[src/rtl/address_range_generator.sv]
// address_range_generator: emits the address sequence ADDR_BASE, ADDR_BASE+stride, ...
// up to ADDR_BOUND over a valid/ready handshake. The sequence either makes a single pass
// or wraps back to ADDR_BASE continuously.
// Optional feature: define ADDR_RANGE_GENERATOR_PASS_COUNT_EN to add the pass_count output.
// pass_count counts overflow transfers and saturates at all-ones.
module address_range_generator #(
    parameter int unsigned ADDR_WIDTH = 8,
    parameter int unsigned ADDR_BASE  = 0,
    parameter int unsigned ADDR_BOUND = 255
) (
    input  logic                  clock,
    input  logic                  clear_n,
    input  logic                  start,
    input  logic                  stop,
    input  logic                  wrap,
    input  logic [ADDR_WIDTH-1:0] stride,
    output logic [ADDR_WIDTH-1:0] addr,
    output logic                  addr_valid,
    input  logic                  addr_ready,
    output logic                  last,
    output logic                  busy,
    output logic                  done
`ifdef ADDR_RANGE_GENERATOR_PASS_COUNT_EN
    ,
    output logic [ADDR_WIDTH-1:0] pass_count
`endif
);

    // The range must be non-empty and representable in ADDR_WIDTH bits.
    if (ADDR_WIDTH < 1) begin : g_bad_width
        $error("address_range_generator: ADDR_WIDTH must be at least 1");
    end
    if ((ADDR_BOUND < ADDR_BASE) ||
        (longint'(ADDR_BOUND) >= (longint'(1) << ADDR_WIDTH))) begin : g_bad_range
        $error("address_range_generator: need ADDR_BASE <= ADDR_BOUND < 2**ADDR_WIDTH");
    end

    localparam int unsigned SUM_W = ADDR_WIDTH + 1;
    localparam logic [ADDR_WIDTH-1:0] BASE_VAL  = ADDR_WIDTH'(ADDR_BASE);
    localparam logic [SUM_W-1:0]      BOUND_EXT = SUM_W'(ADDR_BOUND);
    localparam logic [ADDR_WIDTH-1:0] ONE_VAL   = ADDR_WIDTH'(1);

    typedef enum logic [0:0] {
        StIdle,
        StRun
    } state_t;

    state_t                  state;
    logic                    wrap_q;
    logic [ADDR_WIDTH-1:0]   stride_q;
    logic [SUM_W-1:0]        sum;
    logic                    overflow;
    logic                    transfer;
    logic                    accept_start;

    // Next-address arithmetic is one bit wider so a carry out counts as overflow.
    always_comb begin
        sum          = {1'b0, addr} + {1'b0, stride_q};
        overflow     = (sum > BOUND_EXT);
        transfer     = addr_valid && addr_ready;
        accept_start = (state == StIdle) && start && !stop;
        last         = addr_valid && !wrap_q && overflow;
        busy         = (state != StIdle);
    end

    // Sequencer: latches the configuration at start and walks the range per transfer.
    always_ff @(posedge clock or negedge clear_n) begin
        if (!clear_n) begin
            state      <= StIdle;
            addr       <= BASE_VAL;
            addr_valid <= 1'b0;
            done       <= 1'b0;
            wrap_q     <= 1'b0;
            stride_q   <= ONE_VAL;
        end else begin
            done <= 1'b0;
            unique case (state)
                StIdle: begin
                    if (accept_start) begin
                        state      <= StRun;
                        addr       <= BASE_VAL;
                        addr_valid <= 1'b1;
                        wrap_q     <= wrap;
                        // A zero stride would never advance; treat it as 1.
                        stride_q   <= (stride == '0) ? ONE_VAL : stride;
                    end
                end
                StRun: begin
                    if (stop) begin
                        // Abort: a concurrent transfer still happened, but addr is held
                        // and no completion is signalled.
                        state      <= StIdle;
                        addr_valid <= 1'b0;
                    end else if (transfer) begin
                        if (!overflow) begin
                            addr <= sum[ADDR_WIDTH-1:0];
                        end else if (wrap_q) begin
                            addr <= BASE_VAL;
                        end else begin
                            state      <= StIdle;
                            addr_valid <= 1'b0;
                            done       <= 1'b1;
                        end
                    end
                end
                default: begin
                    state      <= StIdle;
                    addr_valid <= 1'b0;
                end
            endcase
        end
    end

`ifdef ADDR_RANGE_GENERATOR_PASS_COUNT_EN
    // Pass counter: cleared on each accepted start, bumped per overflow transfer, saturating.
    always_ff @(posedge clock or negedge clear_n) begin
        if (!clear_n) begin
            pass_count <= '0;
        end else if (accept_start) begin
            pass_count <= '0;
        end else if (transfer && overflow && (pass_count != '1)) begin
            pass_count <= pass_count + ONE_VAL;
        end
    end
`endif

endmodule

[config.mk]
export PLATFORM = sky130hd
export DESIGN_NAME = address_range_generator
export DESIGN_NICKNAME = d
export VERILOG_FILES = /design/src/rtl/address_range_generator.sv
export SDC_FILE = /design/constraint.sdc
export NUM_CORES = 1
export LEC_CHECK = 0
export ABC_AREA = 1
export ABC_CLOCK_PERIOD_IN_PS = 2100
export BUFFER_PORTS_ARGS = -buffer_cell sky130_fd_sc_hd__buf_2
export CAP_MARGIN = 20
export CELL_PAD_IN_SITES_DETAIL_PLACEMENT = 1
export CELL_PAD_IN_SITES_GLOBAL_PLACEMENT = 1
export CORE_ASPECT_RATIO = 1.5
export CORE_UTILIZATION = 40
export CTS_BUF_LIST = sky130_fd_sc_hd__clkbuf_8
export CTS_CLUSTER_DIAMETER = 100
export DETAILED_ROUTE_END_ITERATION = 8
export HOLD_SLACK_MARGIN = 0.1
export PLACE_DENSITY = 0.8
export SLEW_MARGIN = 15
export SYNTH_ARGS = -nofsm -noshare
export SYNTH_HDL_FRONTEND = slang
export SYNTH_SLANG_ARGS = --single-unit
[constraint.sdc]
create_clock -name clock -period 2.1 [get_ports clock]
set_clock_uncertainty 0.05 [all_clocks]
set_input_delay 0 -clock clock [delete_from_list [all_inputs] [get_ports clock]]
set_output_delay 0 -clock clock [all_outputs]
set_load 0.01 [all_outputs]
**Word-level counts from Yosys, hierarchy flattened**

Index checks and enable logic that the tools add are counted.

- Add/subtract/negate cells: 1
- Order comparisons: 1
- Equal/unequal tests: 7
- Mux-type cells: 24
- Bitwise gates (word level): 1
- Reductions and logical operators: 11

Operators with widths:

| cell | number |
|---|---|
| $mux 8 | 6 |
| $pmux 8 s2 | 1 |
| $mux 1 | 15 |
| $add 8x8->9 | 1 |
| $gt 9x8->1 const B | 1 |
| $logic_not 8->1 | 1 |
| $reduce_and 4->1 | 2 |
| $ne 3x2->1 const B | 2 |
| $ne 3x3->1 const B | 2 |
| $logic_and 1x1->1 | 5 |
| $ne 2x2->1 const B | 2 |
| $pmux 1 s2 | 2 |
| $logic_not 1->1 | 2 |
| $ne 2x1->1 const B | 1 |
| $reduce_and 2->1 | 1 |
| $not 1->1 | 1 |

- Flip-flop bits (word level): 20
- Input port bits: 14
- Output and inout bits: 12
- Logic and storage cells: 51

**Logic depth before layout (Yosys ltp)**

Gate-level depths: netlist (run 1).

- Depth after elaboration: 6
- Mapped depth: 11

**Least setup slack after synthesis (run 1)**

OpenSTA, ideal clock, no wires.

- Kind: register to register
- Start point: register addr[0]
- End point: register addr[1]
- Arrival: 1.711 ns
- Required time: 1.933 ns
- Setup slack: 0.222 ns
- Cell stages (with the launch flop): 10
- Clock period less this slack: 1.878 ns
- Path through: dfrtp_1 -> ha_1 -> fa_1 -> nand2_1 -> nand2_1 -> nand3_2 -> nand2_2 -> a21o_2 -> nand2_1 -> nand2_1

- Longest elaborated chain between the ends: 6
- Elaborated cells between the ends (all ways): 8
- Those cells by class: 1 x add/sub; 1 x order compare; 1 x eq/ne; 4 x mux; 1 x reduce/logical

Ends and longest elaborated chain:

| what | RTL line | source |
|---|---|---|
| from (decl) | 17 | `output logic [ADDR_WIDTH-1:0] addr,` |
| from (signal assigned) | 96 | `addr <= sum[ADDR_WIDTH-1:0];` |
| $add 8x8->9 * | 58 | `sum = {1'b0, addr} + {1'b0, stride_q};` |
| $gt 9x8->1 | 59 | `overflow = (sum > BOUND_EXT);` |
| $mux 8 | 95 | `if (!overflow) begin` |
| $mux 8 | 94 | `end else if (transfer) begin` |
| $mux 8 | 89 | `if (stop) begin` |
| $pmux 8 s2 | 77 | `unique case (state)` |

Every way passes the cells marked *; elsewhere a longest branch is shown, timed or not. The select of a mux whose other input is x is not followed.
A chain may end at the register's enable or synchronous reset.

**Final worst setup path (run 1)**

- Start point: register stride_q[0]
- End point: output last

- Longest elaborated chain between the ends: 3

Ends and longest elaborated chain:

| what | RTL line | source |
|---|---|---|
| from (decl) | 50 | `logic [ADDR_WIDTH-1:0] stride_q;` |
| from (signal assigned) | 85 | `stride_q <= (stride == '0) ? ONE_VAL : stride;` |
| $add 8x8->9 | 58 |  |
| $gt 9x8->1 | 59 |  |
| $logic_and 1x1->1 | 62 | `last = addr_valid && !wrap_q && overflow;` |
| to (decl) | 20 | `output logic last,` |

No other way between the ends.

==> run_results.csv, run 1 <==
group,metric,value,unit
run_status,run_status,"complete, no violations",
worst_setup_path,ff2ff_setup_slack,210,ps
sta,period_share,92.5,%
pwr,comb_power_share,47.9,%
logic_synthesis,synth_common_cells,"82 x nand2_1, 19 x dfrtp_1, 19 x inv_1",
floorplan,start_util,43.0,%
global_routing,antenna_found_initial,0,
min_path,hp-class,"input port to asynchronous set/reset pin",
floorplan,ios,26,
clock_tree,clkTransAtPathRegs,80,ps
logic_synthesis,synthCells,174,
sta,fmax,0.515,GHz
sta,rsz0062_at_grt,"false",
logic_synthesis,synth_cell_types,22,
logic_synthesis,ys_ff_latch,20,
place,placed_area,1440,sq um
worst_setup_path,critPathLaunchType,"register",
worst_setup_path,critPathMaxFanout,4,
routing,num_vias,1247,
final_layout,antenna_cells,0,
sta,period_needed,1940,ps
routing,ant_nets,0,
clock_tree,cts_tree,"done",
clock_tree,cts_sinks,20,
worst_setup_path,r2r-start,"addr[0]",
worst_setup_path,worst-endpoint-required,2050,ps
routing,route.detailed.drc,0,
pwr,p_per_area,1200,nW/um^2
logic_synthesis,synth_warnings,0,
logic_synthesis,seq_area_frac_synth,39.7,%
pwr,p_switching,819,uW
pwr,leakage,0.000950,uW
routing,wire_per_inst,13.8,microns
worst_setup_path,critPathArrivalTime,1890,ps
worst_setup_path,cp-end-kind,"output pin",
sta,worst_slack,157,ps
routing,drtIter0Drc,15,
clock_tree,cts_buffer_depth,2,
clock_tree,cts_made_buffers,3,
worst_setup_path,startpoint,"stride_q[0]",
routing,drtPass1Iterations,4,
clock_tree,post_cts_buffers,0,
place,io_buffers,25,
logic_synthesis,synthFlopType,"dfrtp_1",
logic_synthesis,synth_edf_count,0,
logic_synthesis,synth_area,1260,sq um
global_routing,grt_usage,24.0,%
sta,relSlewSlack,69.2,%
global_routing,overflow,0,
final_layout,fin_nets,238,
logic_synthesis,async_reset_ff_share,100,%
floorplan,std_cell_rows,24,
logic_synthesis,synth.avg_cell_area,7.27,sq um
logic_synthesis,yosysMostFrequentCell,"nand2_1",
routing,wirelength,3490,microns
pwr,seqPwrFrac,32.3,%
floorplan,dieArea,3400,sq um
sta,drv_slew,0,
sta,setup_violations,0,
logic_synthesis,synth_top_area_share,37.6,%
global_routing,first_global_vias,1300,
clock_tree,h-tree-depth,1,
place,gp_congestion,0.830,
routing,viasPerCell,4.93,
sta,worstMarginPinSlew,462,ps
job,max-cap-violations,0,
place,dp_slack,103,ps
final_layout,syn_to_final_growth,29.3,%
final_layout,drive_above_1_share,19.2,%
logic_synthesis,yosys-top-cells-area,"dfrtp_1 38%, nand2_1 24%, ha_1 7.9%, inv_1 5.6%, nand3_1 4.7%",
global_routing,grt_pass1_wl,5740,microns
floorplan,die_h,70.9,microns
pwr,power.internal,1140,uW
pwr,ir_drop,0.681,mV
logic_synthesis,synth_nets,197,
logic_synthesis,synth_top_area_cell,"dfrtp_1",
clock_tree,cts-root-buf,"clkbuf_8",
floorplan,core_area,2940,sq um
sta,finalHoldViolations,0,
floorplan,die_w,47.9,microns
place,dp_hpwl,2740,microns
worst_setup_path,worstSetupPathType,"register to output pin",
pwr,p_clk_share,19.9,%
final_layout,finalInstanceArea,1640,sq um
sta,fin_setup_tns,0,ps
global_routing,grt_max_degree,21,
clock_tree,worstSkewPairLatency,270,ps
pwr,swShare,41.7,%
==> power groups by stage <==
stage                     clock network [uW]  registers, uW  logic, uW
after floorplan                            0            639        627
after global placement                     0            636        869
after detailed placement                   0            641        919
after CTS                                397            634        943
after global routing                     414            653       1070
final                                    390            634        939
==> sequential cells by signal, summed over array words and instances (netlist names) <==
| signal | cells |
|---|---|
| wrap_q | 1 |
| busy | 1 |
| addr | 8 |
| addr_valid | 1 |
| stride_q | 8 |
| done | 1 |
==> metal layers <==
| layer | routed length, microns | GRT usage, % |
|---|---|---|
| met3 | 71 | 3.06 |
| met1 | 1350 | 27.5 |
| met4 | 110 | 11.4 |
| met5 | 0 | 0 |
| met2 | 1960 | 41.1 |
==> stage by stage <==
stage	power, uW	hold slack (ps)	utilization [%]	cells
floorplan	1270	-346	-	174
global placement	1500	-84.0	48.8	237
detailed placement	1560	-74.9	48.8	237
CTS	1970	170	55.3	253
global route	2140	230	55.6	253
finish	1960	169	55.6	253
==> area by class of cell <==
class / count / area (sq um)
inverter: 19 / 71.3
sequential: 20 / 502
clock buffer: 3 / 41.3
tap: 39 / 48.8
clock inverter: 1 / 30.0
timing repair buffer: 38 / 253
fill: 392 / 1310
multi-input combinational: 133 / 689
==> logic make-up after synthesis <==
logic type | count (synthesis) | share of synthesized area [%]
AOI/OAI and AO/OA | 7 | 5.14
xor gates and xnor gates | 3 | 2.08
adders and majority gates | 9 | 9.50
buffers and inverters | 21 | 6.43
DFF | 20 | 39.7
and+or+nand+nor | 114 | 37.2
==> worst max-delay path, stage by stage, from the launching register on <==
cell     delay, ps
dfstp_2        540
ha_2           200
fa_2           210
nand2_1         70
nand2_2        100
nand3_2        100
nand2_2        130
nand2_1         60
nor2_1          80
buf_2          130
==> what timing repair did <==
item,in CTS,in global routing
setup endpoints to repair,0,7
hold buffers,12,0
hold endpoints to repair,31,0
gates resized for setup,0,4
==> final timing paths <==
| path | endpoint | cells past startpoint |
|---|---|---|
| max | last | 9 |
| min | addr_valid | 2 |
| max reg2reg | addr[2] | 9 |
| min reg2reg | stride_q[3] | 2 |
| max in group asynchronous | stride_q[0] | 2 |
| min in group clock | wrap_q | 6 |
==> layout by cell type, fill, tap and decap left out, drive strengths merged <==
master and n:
a21oi 4, a21o 1, buf 26, dfrtp 19
o21ai 1, fa 1, or2 1, ha 8
nand4 1, nand2 83, clkbuf 3, nand3b 1
nor2 11, dlygate4sd3 12, bufinv 1, inv 19
xor2 3, nand3 13, nor3 2, nor4 2
a2bb2oi 1, dfstp 1
(Power assumes the default switching activity.)
==> inputs of run 2 (changes only) <==
--- a/config.mk
+++ b/config.mk
@@ -5,19 +5,18 @@
 export SDC_FILE = /design/constraint.sdc
 export NUM_CORES = 1
 export LEC_CHECK = 0
-export ABC_AREA = 1
-export ABC_CLOCK_PERIOD_IN_PS = 2100
+export ABC_CLOCK_PERIOD_IN_PS = 1900
 export BUFFER_PORTS_ARGS = -buffer_cell sky130_fd_sc_hd__buf_2
 export CAP_MARGIN = 20
 export CELL_PAD_IN_SITES_DETAIL_PLACEMENT = 1
 export CELL_PAD_IN_SITES_GLOBAL_PLACEMENT = 1
 export CORE_ASPECT_RATIO = 1.5
-export CORE_UTILIZATION = 40
+export CORE_UTILIZATION = 43
 export CTS_BUF_LIST = sky130_fd_sc_hd__clkbuf_8
 export CTS_CLUSTER_DIAMETER = 100
 export DETAILED_ROUTE_END_ITERATION = 8
 export HOLD_SLACK_MARGIN = 0.1
-export PLACE_DENSITY = 0.8
+export PLACE_DENSITY = 0.79
 export SLEW_MARGIN = 15
 export SYNTH_ARGS = -nofsm -noshare
 export SYNTH_HDL_FRONTEND = slang
==> constraint.sdc (replaced) <==
create_clock -name clock -period 1.9 [get_ports clock]
set_clock_uncertainty 0.05 [all_clocks]
set_input_delay 0 -clock clock [delete_from_list [all_inputs] [get_ports clock]]
set_output_delay 0 -clock clock [all_outputs]
set_load 0.01 [all_outputs]
==> run_results.csv, run 2 <==
group,metric,value,unit
run_status,run_status,"complete, but fails checks",
run_status,failed_checks,"setup timing",
place,placed_cells,161,
worst_setup_path,r2r-end,"addr[7]",
routing,drtPass1Iterations,6,
floorplan,dieArea,2870,sq um
place,placed_area,1420,sq um
worst_setup_path,worst-endpoint-required,1850,ps
sta,fmax,0.462,GHz
worst_setup_path,critPathArrivalTime,2110,ps
worst_setup_path,path_depth,8,
routing,wirelength,3170,microns
routing,route.detailed.drc,0,
worst_setup_path,crit_end,"last",
global_routing,first_global_vias,1153,
routing,ant_nets,0,
worst_setup_path,slowest_delay,390,ps
routing,drtIter0Drc,18,
routing,dr_wl_met3,78,microns
sta,worstMarginPinSlew,489,ps
worst_setup_path,worstSetupPathType,"register to output pin",
place,gp_congestion,0.800,
logic_synthesis,synth_edf_count,0,
worst_setup_path,critPathMaxFanout,3,
global_routing,overflow,0,
clock_tree,cts-root-buf,"clkbuf_8",
logic_synthesis,synth_cell_types,33,
worst_setup_path,cp-end-kind,"output pin",
floorplan,std_cell_rows,22,
routing,wl_met1,1270,microns
sta,period_share,114,%
job,max-cap-violations,0,
final_layout,drive_above_1_share,42.0,%
logic_synthesis,synth.avg_cell_area,11.9,sq um
clock_tree,h-tree-depth,1,
logic_synthesis,synth_common_cells,"19 x dfrtp_1, 8 x a22o_1, 8 x ha_1, 8 x mux2_2, 7 x a21oi_1",
sta,rsz0062_at_grt,"true",
routing,highest_layer,"met4",
worst_setup_path,crit_buf_inv,2,
worst_setup_path,ff2ff_setup_slack,-260,ps
worst_setup_path,r2r-start,"addr[0]",
final_layout,syn_to_final_growth,42.5,%
global_routing,grt_usage,25.6,%
logic_synthesis,synth_top_area_share,41.6,%
floorplan,die_h,65.2,microns
final_layout,antenna_cells,0,
sta,setup_violations,12,
final_layout,fin_nets,181,
worst_setup_path,cp_cell_sequence,"ha_2 -> fa_2 -> a211oi_2 -> o21ai_2 -> o31ai_4 -> buf_6 -> nor3_1 -> buf_2",
logic_synthesis,synth_nets,119,
global_routing,antenna_found_initial,0,
clock_tree,worstSkewPairLatency,260,ps
final_layout,nFillCells,273,
routing,wire_per_inst,17.5,microns
sta,period_needed,2160,ps
final_layout,top_regs,"addr: 8 flops, stride_q: 8 flops",
logic_synthesis,synth_top_area_cell,"dfrtp_1",
logic_synthesis,async_reset_ff_share,100,%
floorplan,ios,26,
global_routing,grt_max_degree,21,
floorplan,core_area,2480,sq um
logic_synthesis,seq_area_frac_synth,43.9,%
clock_tree,cts_sinks,20,
routing,wl_met2,1710,microns
pwr,leakage,0.000828,uW
logic_synthesis,synthCells,96,
sta,relSlewSlack,67.1,%
logic_synthesis,synth_area,1140,sq um
final_layout,finalInstanceArea,1630,sq um
worst_setup_path,reg2reg_depth,7,
pwr,p_per_area,1160,nW/um^2
clock_tree,cts_tree,"done",
worst_setup_path,startpoint,"addr[0]",
clock_tree,cts_buffer_depth,2,
place,io_buffers,25,
min_path,hp-class,"input port to asynchronous set/reset pin",
final_layout,final_cell_mix,"25 x buf_2, 20 x buf_4, 19 x dfrtp_1",
routing,num_vias,1032,
logic_synthesis,ys_ff_latch,20,
logic_synthesis,yosysMostFrequentCell,"dfrtp_1",
place,dp_hpwl,2260,microns
logic_synthesis,yosys-top-cells-area,"dfrtp_1 42%, ha_1 8.8%, mux2_2 7.9%, a22o_1 6.1%, a21oi_1 3.1%",
worst_setup_path,slowest_stage,"dfrtp_1",
sta,worst_slack,-265,ps
clock_tree,cts_made_buffers,3,
global_routing,grt_pass1_wl,5330,microns
sta,finalHoldViolations,0,
floorplan,start_util,46.2,%
worst_setup_path,crit_family,"compound AO/OA/AOI/OAI gates",
clock_tree,clkTransAtPathRegs,80,ps
floorplan,die_w,44.1,microns
pwr,ir_drop,0.738,mV
logic_synthesis,synth_warnings,0,
sta,drv_slew,0,
final_layout,final_cell_count_no_fill,181,
routing,viasPerCell,5.70,
final_layout,mostFrequentLayoutCell,"buf_2",
worst_setup_path,critPathLaunchType,"register",
logic_synthesis,synthFlopType,"dfrtp_1",
-- run 2: cell count changes in the layout (fill, tap and decap cells not counted), sizes merged, moves of 10 or more --
cell	previous run	this run
nand2	83	3
buf	26	46
inv	19	4
nand3	13	1
nor2	11	1
-- run 2: worst min path at each step --
stage / endpoint / cells after the start / from
2_1_floorplan: addr[0] / 0 / clear_n
3_3_place_gp: stride_q[4] / 1 / clear_n
3_5_place_dp: stride_q[4] / 1 / clear_n
4_1_cts: stride_q[4] / 2 / clear_n
5_1_grt: addr[4] / 2 / clear_n
6_report: addr[5] / 2 / clear_n
-- run 2: cells by family after synthesis --
family	after synthesis	share of synthesized area [%]
AOI/OAI and AO/OA	32	23.3
xor gates and xnor gates	6	4.60
buffers and inverters	5	2.41
DFF	20	43.9
muxes	8	7.88
adders and majority gates	9	10.5
and+or+nand+nor	16	7.44
-- run 2: power breakdown --
group / internal (uW) / switching, uW
sequential: 529 / 87.7
combinational: 524 / 464
clock: 144 / 141
total: 1200 / 692
-- run 2: cell type report --
cell class	instances	area (sq um)	area share, %
Tap cell	24	30.0	1.84
Timing Repair Buffer	59	417	25.6
Clock inverter	1	3.75	0.230
Sequential cell	20	502	30.8
Clock buffer	3	41.3	2.53
Inverter	3	11.3	0.691
Multi-Input combinational cell	71	624	38.3
-- run 2: metal layers --
layer / up-vias / GRT usage, %
met4: 0 / 13.3
met3: 12 / 2.47
met1: 505 / 27.5
li1: 486 / -
met2: 29 / 47.2
met5: - / 0
-- run 2: timing repair --
item	in CTS	in global routing
pin swaps	8	3
endpoints found under the hold margin	32	0
setup buffers	2	1
endpoints found under the setup margin	12	12
resized for setup	2	0
hold buffers	13	0
-- run 2: metrics by stage --
step	hold slack [ps]	worst slack, ps	total power [uW]	utilization, %	TNS [ps]
floorplan	-346	-291	1160	-	-2490
global placement	-82.6	-207	1470	57.4	-1890
detailed placement	-78.7	-279	1520	57.4	-2650
CTS	176	-268	1880	65.5	-2700
global route	200	-352	2020	65.8	-3730
finish	168	-265	1890	65.8	-2670
==> inputs of run 3 (changes only) <==
--- a/config.mk
+++ b/config.mk
@@ -17,6 +17,7 @@
 export DETAILED_ROUTE_END_ITERATION = 8
 export HOLD_SLACK_MARGIN = 0.1
 export PLACE_DENSITY = 0.79
+export REMOVE_ABC_BUFFERS = 1
 export SLEW_MARGIN = 15
 export SYNTH_ARGS = -nofsm -noshare
 export SYNTH_HDL_FRONTEND = slang
==> run_results.csv, run 3 (synthesis results as in run 2) <==
group,metric,value,unit
run_status,run_status,"complete, but fails checks",
run_status,failed_checks,"DRC, setup timing",
place,dp_hpwl,2270,microns
floorplan,die_w,44.1,microns
place,gp_congestion,0.766,
pwr,power,2090,uW
floorplan,core_area,2480,sq um
final_layout,top_regs,"addr: 8 flops, stride_q: 8 flops",
floorplan,ios,26,
final_layout,final_cell_mix,"27 x buf_4, 25 x buf_2, 19 x dfrtp_1",
clock_tree,h-tree-depth,1,
pwr,p_clk_share,13.7,%
pwr,power.internal,1280,uW
sta,period_share,121,%
routing,drtPass1Iterations,8,
pwr,leakage,0.000875,uW
min_path,hp-class,"input port to asynchronous set/reset pin",
worst_setup_path,critPathLaunchType,"register",
clock_tree,clkTransAtPathRegs,70,ps
floorplan,dieArea,2870,sq um
clock_tree,cts_sinks,20,
sta,worstMarginPinSlew,520,ps
final_layout,final_cell_count_no_fill,189,
worst_setup_path,worstSetupPathType,"register to register",
sta,worst_slack,-400,ps
worst_setup_path,ff2ff_setup_slack,-400,ps
global_routing,antenna_found_initial,0,
place,placed_cells,162,
final_layout,mostFrequentLayoutCell,"buf_4",
routing,route.detailed.drc,1,
sta,fin_setup_tns,-4160,ps
worst_setup_path,reg2reg_depth,7,
sta,drv_slew,0,
final_layout,regArea,502,sq um
job,max-cap-violations,0,
routing,wirelength,4250,microns
place,dp_slack,-453,ps
clock_tree,cts_tree,"done",
final_layout,syn_to_final_growth,50.8,%
routing,viasPerCell,5.74,
final_layout,drive_above_1_share,46.7,%
worst_setup_path,critPathMaxFanout,8,
global_routing,first_global_vias,1240,
pwr,p_switching,810,uW
routing,wire_per_inst,22.5,microns
pwr,swShare,38.7,%
routing,num_vias,1084,
clock_tree,cts_made_buffers,3,
final_layout,nFillCells,258,
final_layout,antenna_cells,0,
global_routing,grt_usage,30.8,%
global_routing,grt_max_degree,21,
sta,rsz0062_at_grt,"true",
sta,period_needed,2300,ps
sta,fmax,0.435,GHz
pwr,seqPwrFrac,30.1,%
sta,relSlewSlack,65.3,%
worst_setup_path,worst-endpoint-required,1990,ps
worst_setup_path,critPathArrivalTime,2390,ps
routing,ant_nets,0,
clock_tree,cts_buffer_depth,2,
clock_tree,cts-root-buf,"clkbuf_8",
pwr,ir_drop,0.811,mV
worst_setup_path,cp-end-kind,"register",
sta,setup_violations,12,
sta,finalHoldViolations,0,
final_layout,fin_nets,189,
floorplan,std_cell_rows,22,
final_layout,multi_input_area,656,sq um
global_routing,grt_pass1_wl,6110,microns
floorplan,start_util,46.2,%
global_routing,overflow,0,
clock_tree,worstSkewPairLatency,260,ps
floorplan,die_h,65.2,microns
pwr,comb_power_share,56.3,%
worst_setup_path,r2r-end,"addr[0]",
place,io_buffers,25,
pwr,p_per_area,1210,nW/um^2
worst_setup_path,r2r-start,"addr[0]",
routing,drtIter0Drc,31,
==> run 3: worst max-delay path by stage <==
| stage | startpoint | endpoint | slack (ps) | cells after the start |
|---|---|---|---|---|
| 4_1_cts | addr[0] | addr[1] | -350 | 7 |
| 2_1_floorplan | addr[0] | addr[0] | -400 | 7 |
| 3_3_place_gp | addr[0] | addr[0] | -350 | 7 |
| 6_report | addr[0] | addr[0] | -400 | 7 |
| 5_1_grt | addr[0] | addr[1] | -470 | 7 |
| 3_5_place_dp | addr[0] | addr[2] | -450 | 7 |
==> run 3: timing repair <==
action	CTS	global route
buffers inserted	6	4
endpoints found under the hold margin	32	0
endpoints found under the setup margin	12	12
cloned	0	0
hold buffers	13	0
pin swaps	5	9
resized for setup	6	4
==> run 3: stage by stage <==
stage / utilization (%) / instance area (sq um) / hold WS (ps)
global placement: 57.5 / 1430 / -70.8
detailed placement: 57.5 / 1430 / -67.2
floorplan: - / 1130 / -346
global route: 69.6 / 1720 / 215
finish: 69.6 / 1720 / 183
CTS: 67.6 / 1670 / 189
==> run 3: worst max-delay path, stage by stage (launching register included) <==
cell and delay, ps:
dfrtp_1 420, ha_4 190, fa_2 370, a211oi_2 220, o21ai_2 100, o31ai_4 300
o311ai_4 230, a22o_1 290
==> run 3: area by class of cell <==
class | instances | area share, %
Multi-Input combinational cell | 71 | 38.0
Sequential cell | 20 | 29.1
Timing Repair Buffer | 67 | 27.9
Clock buffer | 3 | 2.39
Tap cell | 24 | 1.74
Inverter | 3 | 0.653
Clock inverter | 1 | 0.218
==> run 3: routing by layer <==
| layer | track usage, % | vias up | share of wire (%) |
|---|---|---|---|
| met2 | 56.3 | 33 | 54 |
| met1 | 31.4 | 540 | 39 |
| met5 | 0 | - | 0 |
| met3 | 4.12 | 13 | 2.6 |
| li1 | - | 498 | - |
| met4 | 18.9 | 0 | 3.9 |
==> run 3: power groups by stage <==
stage | combinational [uW] | clock (uW) | sequential, uW
floorplan | 513 | 0 | 636
global placement | 878 | 0 | 610
detailed placement | 928 | 0 | 617
CTS | 1040 | 291 | 615
global route | 1250 | 310 | 639
finish | 1180 | 285 | 628
